--- config.mk ---
export PLATFORM = sky130hd
export DESIGN_NAME = pc060ha_master_seq
export DESIGN_NICKNAME = d
export VERILOG_FILES = /design/src/rtl/pc060ha_pkg.sv /design/src/rtl/pc060ha_bus_cycle.sv /design/src/rtl/pc060ha_master_seq.sv
export SDC_FILE = /design/constraint.sdc
export NUM_CORES = 1
export LEC_CHECK = 0
export CAP_MARGIN = 15
export CORE_MARGIN = 5
export CORE_UTILIZATION = 56
export CTS_CLUSTER_SIZE = 8
export DETAILED_ROUTE_END_ITERATION = 8
export PLACE_DENSITY = 0.83
export SYNTH_ARGS = -nofsm -noshare
export SYNTH_HDL_FRONTEND = slang
export SYNTH_SLANG_ARGS = --single-unit
export TNS_END_PERCENT = 1
--- constraint.sdc ---
create_clock -name MCLK -period 3.9 [get_ports MCLK]
set_input_delay 0.975 -clock MCLK [delete_from_list [all_inputs] [get_ports MCLK]]
set_output_delay 0.975 -clock MCLK [all_outputs]
set_load 0.01 [all_outputs]
--- src/rtl/pc060ha_pkg.sv ---
// Shared types and constants for the PC060HA master-side sequencer.
// Reply states exist only when PC060HA_REPLY_EN is defined.
package pc060ha_pkg;

    typedef enum logic [3:0] {
        ST_IDLE,
        ST_POLL_IDX,
        ST_POLL_RD,
        ST_SEND_IDX,
        ST_SEND_LO,
        ST_SEND_HI,
        ST_DONE
`ifdef PC060HA_REPLY_EN
        ,
        ST_REPLY_IDX,
        ST_REPLY_RD,
        ST_RX_IDX,
        ST_RX_LO,
        ST_RX_HI
`endif
    } state_e;

    typedef enum logic [1:0] {
        PH_IDLE,
        PH_SETUP,
        PH_STROBE,
        PH_RELEASE
    } bus_phase_e;

    localparam logic [3:0] REG_DATA_LO = 4'd0;
    localparam logic [3:0] REG_DATA_HI = 4'd1;
    localparam logic [3:0] REG_STATUS  = 4'd4;

    localparam int FLAG_M2S_PENDING = 0;
    localparam int FLAG_S2M_READY   = 2;

    // Every state except IDLE and DONE owns exactly one bus access.
    function automatic logic is_access_state(state_e s);
        return !(s inside {ST_IDLE, ST_DONE});
    endfunction

endpackage

--- src/rtl/pc060ha_bus_cycle.sv ---
// One PC060HA master bus access: setup, BUS_WAIT strobe cycles, release.
// The cycle after release is idle (nMCS=1) and is where the next start is accepted.
module pc060ha_bus_cycle
    import pc060ha_pkg::*;
#(
    parameter int BUS_WAIT = 2
) (
    input  logic       clk_i,
    input  logic       rst_i,
    input  logic       start_i,
    input  logic       rd_i,
    input  logic       a0_i,
    input  logic [3:0] wdata_i,
    input  logic [3:0] md_in_i,
    output logic       idle_o,
    output logic       done_o,
    output logic [3:0] rdata_o,
    output logic       nmcs_o,
    output logic       nmrd_o,
    output logic       nmwr_o,
    output logic       ma0_o,
    output logic [3:0] md_out_o,
    output logic       md_oe_o
);

    localparam logic [3:0] WAIT_LAST = 4'(BUS_WAIT - 1);

    bus_phase_e phase_q, phase_d;
    logic [3:0] cnt_q, cnt_d;
    logic       rd_q, rd_d;
    logic       a0_q, a0_d;
    logic [3:0] wdata_q, wdata_d;
    logic [3:0] rdata_q, rdata_d;
    logic       busy;

    always_ff @(posedge clk_i) begin
        if (rst_i) begin
            phase_q <= PH_IDLE;
            cnt_q   <= '0;
            rd_q    <= 1'b0;
            a0_q    <= 1'b0;
            wdata_q <= '0;
            rdata_q <= '0;
        end else begin
            phase_q <= phase_d;
            cnt_q   <= cnt_d;
            rd_q    <= rd_d;
            a0_q    <= a0_d;
            wdata_q <= wdata_d;
            rdata_q <= rdata_d;
        end
    end

    always_comb begin
        phase_d = phase_q;
        cnt_d   = cnt_q;
        rd_d    = rd_q;
        a0_d    = a0_q;
        wdata_d = wdata_q;
        rdata_d = rdata_q;
        case (phase_q)
            PH_IDLE: begin
                if (start_i) begin
                    phase_d = PH_SETUP;
                    rd_d    = rd_i;
                    a0_d    = a0_i;
                    wdata_d = wdata_i;
                end
            end
            PH_SETUP: begin
                phase_d = PH_STROBE;
                cnt_d   = WAIT_LAST;
            end
            PH_STROBE: begin
                // The slave drives MD_IN for the whole strobe; take it on the last cycle.
                if (cnt_q == 4'd0) begin
                    phase_d = PH_RELEASE;
                    if (rd_q) begin
                        rdata_d = md_in_i;
                    end
                end else begin
                    cnt_d = cnt_q - 4'd1;
                end
            end
            PH_RELEASE: begin
                phase_d = PH_IDLE;
            end
            default: begin
                phase_d = PH_IDLE;
            end
        endcase
    end

    assign busy     = (phase_q != PH_IDLE);
    assign idle_o   = !busy;
    assign done_o   = (phase_q == PH_RELEASE);
    assign rdata_o  = rdata_q;
    assign nmcs_o   = !busy;
    assign nmrd_o   = !((phase_q == PH_STROBE) && rd_q);
    assign nmwr_o   = !((phase_q == PH_STROBE) && !rd_q);
    assign ma0_o    = busy && a0_q;
    assign md_oe_o  = busy && !rd_q;
    assign md_out_o = wdata_q;

endmodule

--- src/rtl/pc060ha_master_seq.sv ---
// Master-side command sequencer for the PC060HA sound communication chip.
// Optional reply path (REPLY_IDX..RX_HI) is built when PC060HA_REPLY_EN is defined.
module pc060ha_master_seq
    import pc060ha_pkg::*;
#(
    parameter int BUS_WAIT   = 2,
    parameter int POLL_LIMIT = 255
) (
    input  logic       MCLK,
    input  logic       RESET,
    input  logic       cmd_valid,
    input  logic [7:0] cmd_data,
    output logic       cmd_ready,
    output logic       rsp_valid,
    output logic [7:0] rsp_data,
    output logic       err,
    output logic       nMCS,
    output logic       nMRD,
    output logic       nMWR,
    output logic       MA0,
    output logic [3:0] MD_OUT,
    output logic       MD_OE,
    input  logic [3:0] MD_IN
);

    localparam logic [8:0] POLL_LAST = 9'(POLL_LIMIT);

    state_e     state_q, state_d;
    logic [7:0] cmd_q, cmd_d;
    logic [7:0] poll_q, poll_d;
    logic       err_q, err_d;
    logic [8:0] poll_next;

    logic       bus_start;
    logic       bus_rd;
    logic       bus_a0;
    logic [3:0] bus_wdata;
    logic       bus_idle;
    logic       bus_done;
    logic [3:0] bus_rdata;

`ifdef PC060HA_REPLY_EN
    logic [3:0] rx_lo_q, rx_lo_d;
    logic       rsp_valid_q, rsp_valid_d;
    logic [7:0] rsp_data_q, rsp_data_d;
`else
    logic [2:0] unused_rdata;
    assign unused_rdata = bus_rdata[3:1];
`endif

    always_ff @(posedge MCLK) begin
        if (RESET) begin
            state_q <= ST_IDLE;
            cmd_q   <= '0;
            poll_q  <= '0;
            err_q   <= 1'b0;
        end else begin
            state_q <= state_d;
            cmd_q   <= cmd_d;
            poll_q  <= poll_d;
            err_q   <= err_d;
        end
    end

`ifdef PC060HA_REPLY_EN
    always_ff @(posedge MCLK) begin
        if (RESET) begin
            rx_lo_q     <= '0;
            rsp_valid_q <= 1'b0;
            rsp_data_q  <= '0;
        end else begin
            rx_lo_q     <= rx_lo_d;
            rsp_valid_q <= rsp_valid_d;
            rsp_data_q  <= rsp_data_d;
        end
    end
`endif

    always_comb begin
        state_d   = state_q;
        cmd_d     = cmd_q;
        poll_d    = poll_q;
        err_d     = 1'b0;
        poll_next = {1'b0, poll_q} + 9'd1;
`ifdef PC060HA_REPLY_EN
        rx_lo_d     = rx_lo_q;
        rsp_valid_d = 1'b0;
        rsp_data_d  = rsp_data_q;
`endif
        case (state_q)
            ST_IDLE: begin
                if (cmd_valid) begin
                    cmd_d   = cmd_data;
                    poll_d  = '0;
                    state_d = ST_POLL_IDX;
                end
            end
            ST_POLL_IDX: if (bus_done) state_d = ST_POLL_RD;
            ST_POLL_RD: begin
                if (bus_done) begin
                    if (bus_rdata[FLAG_M2S_PENDING]) begin
                        // Slave still holds the previous command: retry or give up.
                        if (poll_next == POLL_LAST) begin
                            err_d   = 1'b1;
                            state_d = ST_IDLE;
                        end else begin
                            poll_d  = poll_next[7:0];
                            state_d = ST_POLL_IDX;
                        end
                    end else begin
                        state_d = ST_SEND_IDX;
                    end
                end
            end
            ST_SEND_IDX: if (bus_done) state_d = ST_SEND_LO;
            ST_SEND_LO:  if (bus_done) state_d = ST_SEND_HI;
            ST_SEND_HI:  if (bus_done) state_d = ST_DONE;
`ifdef PC060HA_REPLY_EN
            ST_DONE: begin
                poll_d  = '0;
                state_d = ST_REPLY_IDX;
            end
            ST_REPLY_IDX: if (bus_done) state_d = ST_REPLY_RD;
            ST_REPLY_RD: begin
                if (bus_done) begin
                    if (bus_rdata[FLAG_S2M_READY]) begin
                        state_d = ST_RX_IDX;
                    end else if (poll_next == POLL_LAST) begin
                        err_d   = 1'b1;
                        state_d = ST_IDLE;
                    end else begin
                        poll_d  = poll_next[7:0];
                        state_d = ST_REPLY_IDX;
                    end
                end
            end
            ST_RX_IDX: if (bus_done) state_d = ST_RX_LO;
            ST_RX_LO: begin
                if (bus_done) begin
                    rx_lo_d = bus_rdata;
                    state_d = ST_RX_HI;
                end
            end
            ST_RX_HI: begin
                if (bus_done) begin
                    rsp_valid_d = 1'b1;
                    rsp_data_d  = {bus_rdata, rx_lo_q};
                    state_d     = ST_IDLE;
                end
            end
`else
            ST_DONE: state_d = ST_IDLE;
`endif
            default: state_d = ST_IDLE;
        endcase
    end

    // Access parameters follow the state being entered, so a new access can
    // start in the idle cycle that closes the previous one.
    always_comb begin
        bus_rd    = 1'b0;
        bus_a0    = 1'b0;
        bus_wdata = '0;
        case (state_d)
            ST_POLL_IDX: bus_wdata = REG_STATUS;
            ST_POLL_RD: begin
                bus_rd = 1'b1;
                bus_a0 = 1'b1;
            end
            ST_SEND_IDX: bus_wdata = REG_DATA_LO;
            ST_SEND_LO: begin
                bus_a0    = 1'b1;
                bus_wdata = cmd_d[3:0];
            end
            ST_SEND_HI: begin
                bus_a0    = 1'b1;
                bus_wdata = cmd_d[7:4];
            end
`ifdef PC060HA_REPLY_EN
            ST_REPLY_IDX: bus_wdata = REG_STATUS;
            ST_REPLY_RD: begin
                bus_rd = 1'b1;
                bus_a0 = 1'b1;
            end
            ST_RX_IDX: bus_wdata = REG_DATA_LO;
            ST_RX_LO, ST_RX_HI: begin
                bus_rd = 1'b1;
                bus_a0 = 1'b1;
            end
`endif
            default: begin
                bus_rd    = 1'b0;
                bus_a0    = 1'b0;
                bus_wdata = '0;
            end
        endcase
    end

    assign bus_start = bus_idle && is_access_state(state_d);

    pc060ha_bus_cycle #(
        .BUS_WAIT(BUS_WAIT)
    ) u_bus (
        .clk_i    (MCLK),
        .rst_i    (RESET),
        .start_i  (bus_start),
        .rd_i     (bus_rd),
        .a0_i     (bus_a0),
        .wdata_i  (bus_wdata),
        .md_in_i  (MD_IN),
        .idle_o   (bus_idle),
        .done_o   (bus_done),
        .rdata_o  (bus_rdata),
        .nmcs_o   (nMCS),
        .nmrd_o   (nMRD),
        .nmwr_o   (nMWR),
        .ma0_o    (MA0),
        .md_out_o (MD_OUT),
        .md_oe_o  (MD_OE)
    );

    assign cmd_ready = (state_q == ST_IDLE);
    assign err       = err_q;

`ifdef PC060HA_REPLY_EN
    assign rsp_valid = rsp_valid_q;
    assign rsp_data  = rsp_data_q;
`else
    assign rsp_valid = 1'b0;
    assign rsp_data  = 8'h00;
`endif

endmodule
### After elaboration in Yosys (flattened, before gate mapping)

Index checks and enable logic that the tools add are counted.

* register bits: 34
* word-level logic and storage cells: 86
* output and inout bits: 20

* $add $sub $neg: 2
* bitwise logic cells: 3
* equal/unequal tests: 21
* multiplexer cells: 25
* reduce and logical (&&, ||, !) cells: 25

Operators by type and width (number)
* 2-to-1 mux 8 bit: 6
* 2-to-1 mux 4 bit: 7
* one-hot mux 4 bit (6 select lines): 1
* equality test 4 x 3 -> 1 bit (second input constant): 5
* one-hot mux 8 bit (2 select lines): 1
* equality test 4 x 2 -> 1 bit (second input constant): 3
* logical NOT 4 bit: 3
* one-hot mux 4 bit (3 select lines): 1
* inequality test 2 bit (second input constant): 5
* adder 8 x 1 -> 9 bit (second input constant): 1
* equality test 9 x 8 -> 1 bit (second input constant): 1
* equality test 4 x 1 -> 1 bit (second input constant): 2
* one-hot mux 2 bit (4 select lines): 1
* one-hot mux 4 bit (2 select lines): 1
* nonzero test 2 bit: 4
* 2-to-1 mux 2 bit: 3
* AND reduction 2 bit: 3
* logical AND 1 bit: 5
* logical NOT 1 bit: 5
* AND reduction 5 bit: 1
* equality test 2 bit (second input constant): 2
* 2-to-1 mux 1 bit: 4
* inequality test 2 x 1 -> 1 bit (second input constant): 2
* OR reduction 4 bit: 1
* other kinds (6): 8

### Longest topological paths before layout

* depth after elaboration: 12
* gate-level depth with buffers: 8

### Modules after synthesis

A second synthesis with hierarchy kept.

* cell total of the unflattened synthesis: 241
* area, all modules: 2113.3 um^2

Modules (own cells, without submodules)
* pc060ha_master_seq: instances 1, area each 1295.0 um^2, cells each 146
* pc060ha_bus_cycle: instances 1, area each 818.3 um^2, cells each 95

### Least setup slack after synthesis

Ideal clock, no wire load.

* kind: in2reg
* start: in cmd_valid
* end: reg poll_q[1]
* arrival time: 2141 ps
* stages on the path: 6
* path buffers: 1
* data required time: 3772 ps
* slack: 1631 ps
* cell sequence: nand2b_1 or4_1 buf_4 a22oi_2 mux2i_1 nor2_1

* longest elaborated chain between the ends: 2

RTL lines
* start, declared: RTL line pc060ha_master_seq.sv:11 `input logic cmd_valid,`
* inequality test 2 bit (no line)
* AND reduction 5 bit (no line)
* end signal, assigned: RTL line pc060ha_master_seq.sv:60 `poll_q <= poll_d;`
* end, declared: RTL line pc060ha_master_seq.sv:30 `logic [7:0] poll_q, poll_d;`

Every way passes these cells.
A chain may end at the register's enable or synchronous reset.

### Worst setup path after layout

* start: reg u_bus.phase_q[0]
* end: out MA0

* longest elaborated chain between the ends: 2

RTL lines
* start, declared: RTL line pc060ha_bus_cycle.sv:28 `bus_phase_e phase_q, phase_d;`
* start signal, assigned: RTL line pc060ha_bus_cycle.sv:45 `phase_q <= phase_d;`
* nonzero test 2 bit: RTL line pc060ha_bus_cycle.sv:94 `assign busy = (phase_q != PH_IDLE);`
* logical AND 1 bit: RTL line pc060ha_bus_cycle.sv:101 `assign ma0_o = busy && a0_q;`
* end, declared: RTL line pc060ha_master_seq.sv:20 `output logic MA0,`

Every way passes these cells.

==> flow_summary.toml <==
[clocking]
cts_buffers = 5
clk_pin_slew_ps = 110
cts.sinks = 34
h-tree-depth = 2
cts_root_buf = "clkbuf_4"
insertion_delay_ps = 340
cts_buffer_depth = 2
postCtsSetupBuffers = 0
cts_resized = 0
tritoncts = "yes"
postCtsHoldBufs = 0

[synthesis]
yosysSeqAreaShare_pct = 35.4
ys.warnings.count = 0
ys_ff_latch = 34
synth_common_cells = "34 x dfxtp_1, 27 x nor2_1, 12 x nand2_1"
syn_area_per_cell_um2 = 8.83
synth-main-ff-cell = "dfxtp_1"
netlist_top_cells_area = "dfxtp_1 35%, nor2_1 5.3%, ha_1 5.2%, mux2i_1 5.2%, buf_4 3.9%"
async_flop_share_pct = 0
yosysUniqueCellTypes = 48
synth_area_um2 = 1920
synth_most_common_cell = "dfxtp_1"
syn_inst = 218
synth_area_leader_cell = "dfxtp_1"
yosysTopAreaCellShare_pct = 35.4
synth_edf_count = 0

[worst_setup_path]
max_stage_delay_ps = 540
worstPathCellList = "inv_1, ha_1, nor2b_1, clkdlybuf4s50_1"
cp-start-kind = "flip-flop"
worstSetupPathType = "reg -> out"
critPathMaxFanout = 8
critPathRequiredTime_ps = 2920
critPathSlowestCell = "clkdlybuf4s50_1"
arrival_ps = 1800
endpoint_kind = "primary output"
crit_start = "u_bus.phase_q[0]$_SDFFE_PP0P_"
timing.rr.start = "u_bus.phase_q[0]$_SDFFE_PP0P_"

[pwr]
p_seq_share_pct = 39.8
vdd_ir_drop_max_uv = 239
switchingPower_uw = 297
swShare_pct = 29.7
pwr-share-comb_pct = 27.3
power_density_nw_per_um2 = 452
power.internal_uw = 703
p_leak_nw = 0.820
p_clk_share_pct = 32.9

[run_status]
outcome = "finished clean"

[placement]
dp_hpwl_um = 2890
place.gp.congestion = 0.855
port_buffers = 22

[global_route]
grt_pass1_vias = 1399
grt_pass1_wl_um = 6240
grt_use_total_pct = 17.8
grt_max_degree = 20
grt_overflow = 0
antenna_found_initial = 0

[floorplan]
core-area_um2 = 3340
die_x_um = 68.6
io_pins = 35
die_area_um2 = 4710
die_h_um = 68.6
initial_core_util_pct = 57.7
rows = 21

[timing]
relSlewSlack_pct = 51.2
slew_viol_final = 0
setup_violations = 0
hold_viol_final = 0
fmax_mhz = 360
fin_skew_ps = 7.33
rsz0062_at_grt = "false"
whs_ps = 480
tightest_slew_ps = 730
fin_tns_setup_ps = 0
fin_crit_ps = 2780
fin_crit_sh_pct = 71.2

[routing]
ant_nets = 0
vias_per_cell = 5.63
wire_per_inst_um = 13.9
wirelength_um = 3950
drtIter0Drc = 91
drc = 0
first_pass_iters = 4
vias = 1599

[finish]
antenna_cells = 0
fin_nets = 260
drive_gt1_share_pct = 7.98
area_growth_pct = 14.9
fillers = 291

[hold_path]
hold_class = "reg -> reg"
hp-start = "u_bus.md_out_o[0]$_SDFFE_PP0P_"

[flow_run]
drv_cap = 0
worst max-delay path: cells and delay by family, from the launching register on:
kind / cells / cell delay (ps)
fa+ha+maj: 1 / 300
buf+inv: 2 / 620
flops: 1 / 400
simple gates: 1 / 140
cell usage in the layout, fill, tap and decap left out, types with 2 or more instances in the layout:
cell,count
or3_1,3
and3_1,3
inv_1,8
nor3_1,5
clkbuf_4,5
nand2_1,12
nor3b_1,3
conb_1,10
nand3_1,6
bufinv_16,2
dfxtp_1,34
or2b_1,2
nor2_1,27
o21a_1,3
clkdlybuf4s50_1,22
a41oi_1,2
and2_1,2
a311oi_1,8
ha_1,8
mux2_2,2
xnor2_1,3
nand2b_1,9
o22a_1,3
mux2i_1,10
o21ai_0,5
o2bb2ai_1,3
a21oi_1,11
nor2b_1,6
registers in the layout, indices dropped and copies added (netlist names):
name / count
poll_q: 8
u_bus.md_out_o: 4
u_bus.a0_q: 1
u_bus.phase_q: 2
u_bus.rd_q: 1
u_bus.rdata_o: 1
u_bus.cnt_q: 4
state_q: 4
cmd_q: 8
err: 1
cells by family (layout without fill, tap and decap cells):
logic type      after synthesis  count (layout)  synth area share, %
simple gates                 85              85                 23.5
compound gates               47              47                 19.2
flops                        34              34                 35.4
buf+inv                      28              39                 8.78
mux                          12              12                 6.37
fa+ha+maj                     8               8                 5.20
xor+xnor                      3               3                 1.37
other cells                   1              10                0.195
power groups by stage:
stage          combinational [mW]  clock (mW)  sequential (mW)
2_1_floorplan               0.193           0            0.399
3_3_place_gp                0.262           0            0.404
3_5_place_dp                0.272           0            0.405
4_1_cts                     0.273       0.333            0.397
5_1_grt                     0.304       0.346            0.401
6_report                    0.273       0.329            0.397
metal layers:
metal | global-route usage, % | share of wire, % | up-vias
met1 | 21.4 | 44 | 738
met5 | 0 | 0 | -
met4 | 6.70 | 2.0 | 0
met3 | 5.02 | 6.9 | 11
met2 | 29.9 | 47 | 51
li1 | - | - | 799
worst paths after layout:
check	endpoint	slack (ps)	cells past startpoint
worst min-delay path	u_bus.md_out_o[0]$_SDFFE_PP0P_	480	1
worst min register to register	u_bus.md_out_o[0]$_SDFFE_PP0P_	480	1
worst max-delay path	MA0	1120	4
worst max register to register	u_bus.md_out_o[3]$_SDFFE_PP0P_	1680	7
stage by stage:
step	setup slack, ps	std cells	util, %	instance area [um2]	total power [mW]
finish	1120	284	66.3	2210	0.999
global route	988	284	66.3	2210	1.05
CTS	1110	284	66.3	2210	1.00
detailed placement	802	276	63.1	2100	0.677
global placement	806	276	63.1	2100	0.666
floorplan	1630	227	-	1960	0.592
cell type report:
class / instances / area, um2 / share of cell area, %
Multi-Input combinational cell: 165 / 1110 / 50.1
Inverter: 8 / 30.0 / 1.36
Timing Repair Buffer: 23 / 228 / 10.3
Clock buffer: 5 / 37.5 / 1.70
Sequential cell: 34 / 681 / 30.8
Clock inverter: 3 / 68.8 / 3.11
Tap cell: 46 / 57.6 / 2.60
Note: power is estimated with default switching activity, not from simulation.
==> RTL change 1 (same flow settings) <==
`wdata_q` and `rdata_q` no longer have a reset.
--- a/src/rtl/pc060ha_bus_cycle.sv
+++ b/src/rtl/pc060ha_bus_cycle.sv
@@ -41,4 +41,2 @@
             a0_q    <= 1'b0;
-            wdata_q <= '0;
-            rdata_q <= '0;
         end else begin
@@ -48,5 +46,8 @@
             a0_q    <= a0_d;
-            wdata_q <= wdata_d;
-            rdata_q <= rdata_d;
         end
+    end
+
+    always_ff @(posedge clk_i) begin
+        wdata_q <= wdata_d;
+        rdata_q <= rdata_d;
     end
Formal check against the unedited RTL: not equivalent (Yosys sat finds a counterexample within 4 cycles, from zero or initial values and one cycle with RESET high).
==> RTL change 1 against the unedited design <==
Combinational power decreased by 3%. Clock skew increased by 0.0032 ns. Fmax decreased by 1.2%. Core utilization increased by 0.86 points. Global-route usage increased by 0.75 points. Die area increased by 0.55%. Setup slack got worse by 0.035 ns. Via count increased by 1.3%. Hold slack improved by 0.023 ns. Final area increased by 1.3%. Wire length increased by 0.56%. Sequential cell count unchanged. Total power decreased by 5.6%. Synthesized area increased by 0.65%. Critical path type unchanged. Critical endpoint is now MD_OE.
==> RTL change 1: results (changes against the unedited design) <==
ys_types: 56  # +17%
root_buffer: "clkbuf_4"
crit_fanout: 10  # +2
final_nets: 265  # +1.9%
drive_above_1_share_pct: 7.407  # -0.58 points
cp_slowest_cell: "clkdlybuf4s50_1"
vdd_ir_drop_max_v: 0.0003358  # +40%
timing.rr.end: "u_bus.md_out_o[3]$_DFFE_PP_"
grt_start_max_net_pins: 20  # unchanged
hpwl_mm: 2.897  # +0.18%
worstHoldPathCells: 2  # +1
worstHoldEndpoint: "cmd_q[6]$_SDFF_PP0_"
use_met1_pct: 25.43  # +4.0 points
synthTopCellsByArea: "dfxtp_1, edfxtp_1, ha_1, mux2i_1, nor2_1"
wl_mm: 3.973  # +0.56%
slew_headroom_pct: 59.39  # +8.2 points
grt_pass1_wl_mm: 6.568  # +5.3%
first_global_vias: 1432  # +2.4%
hold_start: "cmd_q[6]$_SDFF_PP0_"
grt_usage_pct: 18.57  # +0.75 points
r2r_cells: 6  # -1
met2_usage_pct: 28.13  # -1.8 points
ys_seq_area_share_pct: 37.73  # +2.4 points
gp_congestion: 0.8788  # +2.8%
use_met3_pct: 5.673  # +0.65 points
drtIter0Drc: 123  # +35%
r2r_setup_slack_ns: 1.49  # -0.19 ns
leakagePower_uw: 0.0008265  # +0.75%
r2r-start: "poll_q[0]$_SDFFE_PP0P_"
post_cts_buffers: 0  # unchanged
synth-edff-count: 5  # +5
ys_top_cells_by_count: "dfxtp_1, nor2_1, nand2_1, a21oi_1"
outcome: "finished, final reports clean"
## RTL change 1: cell types whose count changed after synthesis, moves of 4 or more
cell	unedited run	this run
a311oi_1	8	0
nor3_1	5	9
edfxtp_1	0	5
nor2_1	27	20
a31oi_1	0	4
dfxtp_1	34	29
## RTL change 1: per-stage QoR
| step | hold slack, ns | instances | cell area [µm²] | worst slack [ns] |
|---|---|---|---|---|
| CTS | 0.5112 | 289 | 2240 | 1.076 |
| floorplan | 0.4581 | 230 | 1971 | 1.686 |
| detailed placement | 0.4864 | 281 | 2155 | 0.9704 |
| finish | 0.5028 | 289 | 2240 | 1.087 |
| global route | 0.5359 | 289 | 2240 | 0.9222 |
| global placement | 0.4735 | 281 | 2155 | 0.9850 |
## RTL change 1: kinds of logic after synthesis
logic type / share of synthesized area [%]
adders and majority gates: 5.168
other: 0.1936
buffers and inverters: 6.590
AOI/OAI and AO/OA: 17.76
and+or+nand+nor: 25.39
xor gates and xnor gates: 1.357
muxes: 5.814
DFF: 37.73
## RTL change 1: worst max path at each step
stage	start	endpoint	slack (ns)	cells past startpoint
4_1_cts	u_bus.phase_q[0]$_SDFFE_PP0P_	MD_OE	1.08	4
3_5_place_dp	cmd_valid	u_bus.md_out_o[3]$_DFFE_PP_	0.97	6
3_3_place_gp	cmd_valid	u_bus.md_out_o[3]$_DFFE_PP_	0.98	6
5_1_grt	u_bus.phase_q[0]$_SDFFE_PP0P_	MD_OE	0.92	4
2_1_floorplan	cmd_valid	u_bus.md_out_o[0]$_DFFE_PP_	1.69	5
6_report	u_bus.phase_q[0]$_SDFFE_PP0P_	MD_OE	1.09	4
## RTL change 1: power by group through the flow
stage                     clock [µW]  combinational (µW)  sequential [µW]
final                            273                 264              407
after global routing             294                 292              410
after global placement             0                 255              413
after CTS                        278                 265              406
after detailed placement           0                 263              414
after floorplan                    0                 171              411
## RTL change 1: routing by layer
metal	routed length [µm]	part of all wire (%)
met5	0	0
met4	48	1.2
met3	217	5.5
met2	1803	45
met1	1904	48
## RTL change 1: critical path, delay by kind of cell (launching register included)
kind | cells | cell delay, ns
buf+inv | 2 | 0.65
simple gates | 1 | 0.14
flops | 1 | 0.38
fa+ha+maj | 1 | 0.33
## RTL change 1: final cells by class
cell class | instances | area, µm²
clock buffer | 7 | 55.05
tap | 46 | 57.56
timing repair buffer | 23 | 227.7
inverter | 7 | 26.28
fill | 303 | 1097
multi-input combinational | 171 | 1112
sequential | 34 | 730.7
clock inverter | 1 | 30.03
==> RTL change 2 (same flow settings) <==
Without the edit above. The option `PC060HA_REPLY_EN` is turned on by a define.
--- a/src/rtl/pc060ha_pkg.sv
+++ b/src/rtl/pc060ha_pkg.sv
@@ -2,2 +2,4 @@
 // Reply states exist only when PC060HA_REPLY_EN is defined.
+`define PC060HA_REPLY_EN
+
 package pc060ha_pkg;
Formal check against the unedited RTL: same outputs for any inputs over 10 cycles, from zero or initial values and one cycle with RESET high; that may be too few to reach the edited logic, so the function may still have changed.
==> RTL change 2 against the unedited design <==
Wire length up 38%. Synthesized cell count increased by 39%. Sequential cell count grew 16. Setup slack got worse by 0.073 ns. Final cell count grew 34%. Fmax decreased by 2.6%. Synthesized area is 34% higher. Total power increased by 31%. Sequential share of layout area up 2.0 points. Final area is 38% higher. Highest routed layer unchanged.
==> RTL change 2: results (changes against the unedited design) <==
vias: 2204  # +38%
drtIter0Drc: 165  # +81%
placedCellCount: 372  # +35%
post_cts_buffers: 0  # unchanged
hold_start: "cmd_q[1]$_SDFF_PP0_"
vdd_ir_drop_max_v: 0.0003709  # +55%
ys_seq_area_share_pct: 38.82  # +3.4 points
ys_types: 53  # +10%
drive_above_1_share_pct: 5.488  # -2.5 points
instances_no_fill: 380  # +34%
wl_met1_mm: 2.549  # +45%
ys_top_cells_by_count: "dfxtp_1, nor2_1, mux2i_1, nand2_1, nand3_1"
wl_met2_mm: 2.565  # +39%
cts.htree.levels: 2  # unchanged
grt_start_max_net_pins: 34  # +70%
wl_mm: 5.441  # +38%
io_buffers: 34  # +55%
cp.arrival_ns: 1.88  # +0.08 ns
crit_fanout: 15  # +7
worstHoldEndpoint: "cmd_q[1]$_SDFF_PP0_"
slew_headroom_pct: 40.31  # -11 points
synth_nets: 324
worstHoldPathCells: 2  # +1
synthTopCellsByArea: "dfxtp_1, mux2i_1, nor2_1, ha_1, nand3_1"
r2r_cells: 8  # +1
hpwl_mm: 3.878  # +34%
dr_wl_met3_um: 253  # -6.6%
root_buffer: "clkbuf_8"
grt_pass1_wl_mm: 9.218  # +48%
n_fill_cell: 383  # +32%
firstDrtPassIters: 5  # +1
clkTransAtPathRegs_ns: 0.09  # -0.02 ns
fin_skew_ns: 0.008606  # +0.001274 ns
gp_congestion: 0.8109  # -5.2%
first_global_vias: 1965  # +40%
timing.rr.end: "u_bus.md_out_o[2]$_SDFFE_PP0P_"
clock_latency_ns: 0.31  # -0.03 ns
syn_inst: 302  # +39%
grt_usage_pct: 18.29  # +0.47 points
chipWidth_um: 77.86  # +13%
leakagePower_uw: 0.001077  # +31%
outcome: "finished, final reports clean"
final_nets: 349  # +34%
r2r_setup_slack_ns: 1.33  # -0.35 ns
-- RTL change 2: changes by cell type after synthesis, moves of 4 or more --
cell      change
mux2i_1      +19
nand2_1       +5
a31oi_1       +9
nand3_1      +10
buf_4         -7
a311oi_1      -8
dfxtp_1      +16
or3_1         +5
nor3_1        +4
inv_1         +4
nand2b_1      -6
nor2_1       +15
-- RTL change 2: logic make-up after synthesis --
group | count (synthesis) | share of synthesized area [%]
AO/OA/AOI/OAI | 52 | 13.44
XOR/XNOR | 4 | 1.359
adder cells (fa/ha/maj) | 7 | 3.396
buffers and inverters | 30 | 5.143
flip-flops | 50 | 38.82
multiplexers | 29 | 11.26
AND/OR/NAND/NOR | 130 | 26.59
-- RTL change 2: cell type report --
cell class | instances | area share (%)
flip-flops and latches | 50 | 32.83
clock inverters | 3 | 2.257
multi-input cells | 222 | 47.39
clock buffers | 5 | 2.257
inverters | 12 | 1.477
repair buffers | 36 | 11.65
well taps | 52 | 2.134
-- RTL change 2: power by group --
group	internal (µW)	switching, µW	leakage (µW)	total, µW
combinational	145	167	0.000603	312
clock	257	174	0.0000683	430
sequential	539	27.9	0.000405	567
total	941	368	0.00108	1310
-- RTL change 2: worst max-delay path: stages (launching register included) --
cell,delay [ns]
dfxtp_1,0.49
nor4_4,0.47
clkdlybuf4s50_1,0.61
-- RTL change 2: through the flow --
stage | area, µm² | total power [µW] | worst slack [ns] | hold WS (ns) | util [%]
floorplan | 2579 | 789.5 | 1.669 | 0.4316 | -
global placement | 2912 | 879.4 | 0.9774 | 0.4430 | 65.96
detailed placement | 2912 | 888.6 | 0.9416 | 0.4502 | 65.96
CTS | 3049 | 1317 | 1.042 | 0.4612 | 69.08
global route | 3049 | 1388 | 0.9562 | 0.4915 | 69.08
finish | 3049 | 1310 | 1.049 | 0.4593 | 69.08
-- RTL change 2: how the worst max path moves through the flow --
stage	endpoint	slack, ns	start	cells past startpoint
detailed placement	u_bus.md_out_o[2]$_SDFFE_PP0P_	0.94	cmd_valid	7
global placement	u_bus.md_out_o[2]$_SDFFE_PP0P_	0.98	cmd_valid	7
floorplan	u_bus.md_out_o[2]$_SDFFE_PP0P_	1.67	cmd_valid	6
finish	cmd_ready	1.05	state_q[1]$_SDFF_PP0_	2
global route	cmd_ready	0.96	state_q[1]$_SDFF_PP0_	2
CTS	cmd_ready	1.04	state_q[1]$_SDFF_PP0_	2
-- RTL change 2: layer usage --
metal / vias to the layer above / GRT usage (%)
li1: 1119 / -
met3: 7 / 4.051
met2: 52 / 29.13
met4: 0 / 6.357
met5: - / 0
met1: 1026 / 24.32
